`config.mk`:
```
export PLATFORM = sky130hd
export DESIGN_NAME = code_conv_seq
export DESIGN_NICKNAME = d
export VERILOG_FILES = /design/src/rtl/code_conv_seq.sv
export SDC_FILE = /design/constraint.sdc
export NUM_CORES = 1
export LEC_CHECK = 0
export ABC_AREA = 1
export BUFFER_PORTS_ARGS = -buffer_cell sky130_fd_sc_hd__clkbuf_2
export CORE_MARGIN = 10
export CORE_UTILIZATION = 58
export CTS_CLUSTER_SIZE = 28
export DETAILED_ROUTE_END_ITERATION = 6
export PLACE_DENSITY_LB_ADDON = 0.1
export SLEW_MARGIN = 10
export SYNTH_ARGS = -nofsm -noshare
export SYNTH_HDL_FRONTEND = slang
export SYNTH_SLANG_ARGS = --single-unit
export TNS_END_PERCENT = 100
```
`constraint.sdc`:
```
create_clock -name clk -period 3.8 [get_ports clk]
set_clock_uncertainty 0.05 [all_clocks]
set_input_delay 0.19 -clock clk [delete_from_list [all_inputs] [get_ports clk]]
set_output_delay 0.19 -clock clk [all_outputs]
set_load 0.01 [all_outputs]
```
`src/rtl/code_conv_seq.sv`:
```
`default_nettype none
// ============================================================================
// Module   : code_conv_seq
// Brief    : Sequenced binary -> Gray / excess-code converter. It captures an
//            operand and converts it forward in one cycle. It then recovers
//            the binary value from the Gray form bit-serially (MSB first) and
//            from the excess form in one step. Finally it flags any
//            round-trip mismatch and pulses stop.
// Revision : 1.0 - initial release
// ============================================================================
module code_conv_seq #(
    parameter int WIDTH     = 4,
    parameter int XS_OFFSET = 3
) (
    input  logic             clk,
    input  logic             rst,
    input  logic             start,
    input  logic [WIDTH-1:0] din,
    output logic [WIDTH-1:0] gout,
    output logic [WIDTH-1:0] xsout,
    output logic [WIDTH-1:0] bout1,
    output logic [WIDTH-1:0] bout2,
    output logic             xs_ovf,
    output logic             err,
    output logic             busy,
    output logic             stop
);

    localparam int             IW        = $clog2(WIDTH);
    localparam logic [IW-1:0]  c_IDX_MSB = IW'(WIDTH - 1);
    localparam logic [WIDTH:0] c_XS_EXT  = (WIDTH + 1)'(XS_OFFSET);
    localparam logic [WIDTH-1:0] c_XS    = WIDTH'(XS_OFFSET);

    typedef enum logic [1:0] {
        S_IDLE = 2'd0,
        S_FWD  = 2'd1,
        S_REV  = 2'd2,
        S_DONE = 2'd3
    } state_t;

    state_t           r_state;
    state_t           w_state_nxt;
    logic [WIDTH-1:0] r_din_q;
    logic [IW-1:0]    r_idx;

    logic [WIDTH:0]   w_sum;
    logic [WIDTH:0]   w_above;
    logic             w_rev_bit;

    // Forward sum with carry, and the next serial Gray->binary bit.
    // Shifting a zero-extended copy of bout1 by idx+1 yields bout1[idx+1],
    // or the extension zero at the MSB, so the MSB step reduces to gout[MSB].
    always_comb begin
        w_sum     = {1'b0, r_din_q} + c_XS_EXT;
        w_above   = {1'b0, bout1} >> ({1'b0, r_idx} + {{IW{1'b0}}, 1'b1});
        w_rev_bit = w_above[0] ^ gout[r_idx];
    end

    // Next-state decode.
    always_comb begin
        w_state_nxt = r_state;
        case (r_state)
            S_IDLE:  if (start) w_state_nxt = S_FWD;
            S_FWD:   w_state_nxt = S_REV;
            S_REV:   if (r_idx == '0) w_state_nxt = S_DONE;
            S_DONE:  w_state_nxt = S_IDLE;
            default: w_state_nxt = S_IDLE;
        endcase
    end

    // Status is decoded from registered state only.
    assign busy = (r_state != S_IDLE);
    assign stop = (r_state == S_DONE);

    // State register and datapath registers.
    always_ff @(posedge clk) begin
        if (rst) begin
            r_state <= S_IDLE;
            r_din_q <= '0;
            r_idx   <= '0;
            gout    <= '0;
            xsout   <= '0;
            bout1   <= '0;
            bout2   <= '0;
            xs_ovf  <= 1'b0;
            err     <= 1'b0;
        end else begin
            r_state <= w_state_nxt;
            case (r_state)
                S_IDLE: begin
                    if (start) r_din_q <= din;
                end
                S_FWD: begin
                    gout   <= r_din_q ^ (r_din_q >> 1);
                    xsout  <= w_sum[WIDTH-1:0];
                    xs_ovf <= w_sum[WIDTH];
                    bout1  <= '0;
                    bout2  <= '0;
                    err    <= 1'b0;
                    r_idx  <= c_IDX_MSB;
                end
                S_REV: begin
                    bout1[r_idx] <= w_rev_bit;
                    // Excess decode needs only one step; do it on the first pass.
                    if (r_idx == c_IDX_MSB) bout2 <= xsout - c_XS;
                    if (r_idx != '0) r_idx <= r_idx - 1'b1;
                end
                S_DONE: begin
                    // Compare only once both recovered words are complete.
                    err <= (bout1 != r_din_q) | (bout2 != r_din_q);
                end
                default: ;
            endcase
        end
    end

endmodule
`default_nettype wire

```
* Yosys cells after proc, flatten, opt, wreduce, memory -nomap -nowiden
Cells that the tools add are included.
** Word-level totals
- Register bits after elaboration :: 26
- Input port bits :: 7
- Output and inout bits :: 20
- Word-level logic and storage cells :: 54
** Operators by class
- Add/sub/neg operators :: 4
- Magnitude comparators :: 2
- Equal/unequal tests :: 10
- Shifts and indexed selects :: 1
- Mux-type cells :: 14
- Bitwise operators :: 3
- Reductions and logical operators :: 11
** Operator list (number)
- $pmux 4 s2 :: 2
- $ne 2x2->1 const B :: 4
- $ne 4x4->1 :: 2
- $pmux 2 s4 :: 1
- $reduce_and 2->1 :: 4
- $reduce_bool 2->1 :: 4
- $eq 2x2->1 const B :: 3
- $mux 2 :: 3
- $add 4x2->5 const B :: 1
- $bwmux 4 :: 1
- $logic_not 2->1 :: 2
- $mux 4 :: 1
- $pmux 2 s2 :: 1
- $shr 4x3->1 :: 1
- $sub 4x2->4 const B :: 1
- $xor 4x3->4 :: 1
- $add 2x1->3 const B :: 1
- $lt 2x3->1 const B :: 1
- $bmux 1 s2 :: 1
- $demux 1 s2 :: 1
- $eq 2x1->1 const B :: 1
- $ge 2x1->1 const B :: 1
- $mux 1 :: 2
- $pmux 1 s2 :: 1
- 4 further kinds :: 4

* Logic depth before layout (Yosys ltp)
- Depth in word-level cells :: 6
- Depth in mapped cells :: 8
- Depth with buffers taken out :: 8

* Least setup slack after synthesis
OpenSTA, ideal clock, no wires.
- Kind :: flip-flop to flip-flop
- Start point :: register r_idx[0]
- End point :: register r_state[0]
- Setup time :: 0.118 ns
- Arrival time :: 1.270 ns
- Data required time :: 3.632 ns
- Slack :: 2.362 ns
- Cell stages (with the launch flop) :: 8
- Path buffers :: 0
- Clock period less this slack :: 1.438 ns
- Path through :: dfxtp_1 > inv_1 > ha_1 > or2_4 > o21ai_4 > inv_2 > o21ai_2 > nor2_1
** Between the ends
- Cells in the longest elaborated chain, start to end :: 3
** Ends and longest elaborated chain
- start, declared :: line 44 : logic [IW-1:0] r_idx;
- start signal, assigned :: line 100 : r_idx <= c_IDX_MSB;
- start signal, assigned :: line 106 : if (r_idx != '0) r_idx <= r_idx - 1'b1;
- $logic_not 2->1 :: line 65 : S_REV: if (r_idx == '0) w_state_nxt = S_DONE;
- $ne 2x2->1 (no line)
- $reduce_and 2->1 (no line)
- end signal, assigned :: line 88 : r_state <= w_state_nxt;
- end, declared :: line 41 : state_t r_state;
Every way passes these cells.
A chain may end at the register's enable or synchronous reset.

* Final worst setup path
Ends and elaborated chain as after synthesis.

==> summary.md <==
| Metric | Value |
|---|---|
| Hold Fails Final Rpt | 0 |
| Fin nets | 246 |
| Met3 routed WL | 246 um |
| CP arrival | 1.83 ns |
| Adder-cell share of the synthesized area | 12.37% |
| Max-slew violations | 0 |
| Row cnt | 17 |
| Most common cell after layout, fill and taps aside | nand2_1 |
| Post-synthesis net count | 218 |
| CTS resizes | 0 |
| Worst path required time | 3.98 ns |
| Inserted Clock Buffers | 3 |
| Crit-path max FO | 7 |
| First-pass GRT wire length | 5747 um |
| Synth Cell Area | 1416 sq um |
| Max IR drop VDD | 575.7 uV |
| Sequential fraction of the synthesis area | 36.75% |
| Layout cell share with drive strength beyond 1 | 16.96% |
| Die Area | 4818 sq um |
| Most frequent cells in the layout | nand2_1 (37), inv_1 (29), dfxtp_1 (26), clkbuf_2 (26), a21oi_1 (23) |
| Hold buffers post-CTS | 0 |
| Clock buffer depth | 2 |
| Die Wd | 69.42 um |
| Wire per inst | 13.74 um |
| Routed metal-1 wirelength | 1554 um |
| Pwr dens | 721.9 nW/um^2 |
| Cells after DPL | 248 |
| #FFs+latches synth | 26 |
| Unique masters post-synth | 22 |
| Compound-cell area share of the yosys netlist | 18.73% |
| CTS clk-pin slew, worst paths | 0.14 ns |
| Met2 routed WL | 1626 um |
| Clock sink count | 26 |
| Synth Instances | 197 |
| Synth Area in Simple Gates | 20.67% |
| Vias per cell | 5.262 |
| Die height | 69.42 um |
| Port bufs | 26 |
| H-tree levels | 1 |
| Clock insertion delay at the later pin of the skew report | 0.32 ns |
| Max Freq | 606.6 MHz |
| Ports | 27 |
| CP Launch Type | flip-flop |
| DRT iter0 DRCs | 133 |
| XOR/XNOR Fraction of Synth Area | 2.473% |
| Worst setup path category | reg -> reg |
| Routed WL | 3462 um |
| CTS Root Buffer Type | clkbuf_4 |
| Pre-CTS WS | 2.210 ns |
| Max-cap violations | 0 |
| Initial antenna violation count | 0 |
| Placer's final routability congestion estimate | 0.9158 |
| Int Pwr | 624.9 uW |
| ANT nets after route | 0 |
| Gr usage total | 13.83% |
| Max transition margin | 76.10% |
| Largest family of logic cells by synthesized area | simple AND/OR/NAND/NOR gates |
| Syn-to-layout area delta | 13.43% |
| Syn avg cell area | 7.190 sq um |
| Tmin final | 1.649 ns |
| Switch share | 46.11% |
| CORE AREA | 2276 sq um |
| Status | completed |
| Clock power frac | 12.4% |
| Residual DRC | 0 |
| Hold WC Path Type | in -> reg |
| Initial Util | 62.23% |
| ANT cells | 0 |
| Number of global-route vias before repair | 1261 |
| Top sig layer | met4 |
| RSZ-0062 raised after global routing | no |
| Leakage | 0.0008220 uW |
| Total Power | 1160 uW |
| TritonCTS clock tree | done |
| Setup violators final | 0 |
| Router iterations before antenna repair | 4 |
| Sequential power share | 38.7% |
| Setup TNS | 0 ns |
| Grt total ovfl | 0 |
| Setup bufs post-CTS | 0 |
| Via count | 1326 |
| Final period util | 43.39% |
| P_sw | 534.8 uW |
| Yosys warns | 0 |
| Comb power frac | 48.9% |
| Worst-Margin Slew | 0.3585 ns |
| Final Non-Filler Cells | 252 |
| Final setup margin | 2.151 ns |
| Largest net degree at the start of global routing | 15 |
| Final HPWL DP | 2809 um |
| Crit path capture type | flip-flop |
| Post-synthesis mux area share | 0% |
worst paths after layout:
kind | from | endpoint | slack (ns) | cells past startpoint
min reg2reg | bout2[2] | bout2[2] | 0.46 | 2
max | r_idx[0] | r_state[0] | 2.15 | 7
max reg2reg | r_idx[0] | r_state[0] | 2.15 | 7
min | din[2] | r_din_q[2] | 0.07 | 3
registers in the layout, indices dropped and copies added, names as in the netlist:
| name | count |
|---|---|
| bout2 | 4 |
| xsout | 4 |
| bout1 | 4 |
| xs_ovf | 1 |
| gout | 4 |
| err | 1 |
| r_state | 2 |
| r_din_q | 4 |
| r_idx | 2 |
critical path: stages (launching register included):
cell,delay (ns)
dfxtp_1,0.49
inv_1,0.16
ha_1,0.24
or2_4,0.28
o21ai_4,0.10
inv_2,0.06
o21ai_2,0.12
nor2_1,0.05
metrics by stage:
step	util [%]	hold WS [ns]	area [sq um]
finish	70.59	0.07109	1607
global placement	68.99	0.3935	1570
global route	70.59	0.09297	1607
floorplan	-	0.2995	1416
detailed placement	68.99	0.4190	1570
CTS	70.59	0.07387	1607
cell families after synthesis:
| family | count (synthesis) |
|---|---|
| compound gates | 47 |
| xor+xnor | 4 |
| fa+ha+maj | 14 |
| buf+inv | 34 |
| flops | 26 |
| simple gates | 72 |
per-layer routing:
| metal | GRT usage [%] | vias up |
|---|---|---|
| met2 | 24.09 | 41 |
| li1 | - | 679 |
| met3 | 4.565 | 4 |
| met1 | 15.77 | 602 |
| met4 | 3.104 | 0 |
| met5 | 0 | - |
layout make-up:
| class | instances | area [sq um] |
|---|---|---|
| flip-flops and latches | 26 | 520.5 |
| repair buffers | 26 | 130.1 |
| clock buffers | 4 | 36.28 |
| multi-input cells | 137 | 768.2 |
| fillers | 185 | 669.4 |
| inverters | 31 | 116.4 |
| well taps | 28 | 35.03 |
Yosys cell counts:
master / number / area, sq um
nand2_1: 37 / 138.9
inv_1: 29 / 108.9
dfxtp_1: 26 / 520.5
a21oi_1: 23 / 115.1
nor2_1: 21 / 78.83
o21ai_0: 16 / 80.08
ha_1: 14 / 175.2
nand3_1: 10 / 50.05
clkbuf_1: 3 / 11.26
inv_2: 2 / 7.510
nor3_1: 2 / 10.01
o21ai_2: 2 / 17.52
xnor2_1: 2 / 17.52
xor2_1: 2 / 17.52
a211oi_1: 1 / 7.510
a21boi_0: 1 / 7.510
a21o_1: 1 / 7.510
a21oi_2: 1 / 8.760
o21ai_1: 1 / 5.000
o21ai_4: 1 / 16.27
or2_2: 1 / 6.260
or2_4: 1 / 8.760
power by group through the flow:
stage / Clock [uW] / Combinational (uW) / Sequential [uW]
finish: 144 / 567 / 449
global route: 159 / 641 / 460
CTS: 146 / 569 / 446
detailed placement: 0 / 564 / 452
global placement: 0 / 536 / 445
floorplan: 0 / 388 / 449
Note: power is estimated with default switching activity, not from simulation.
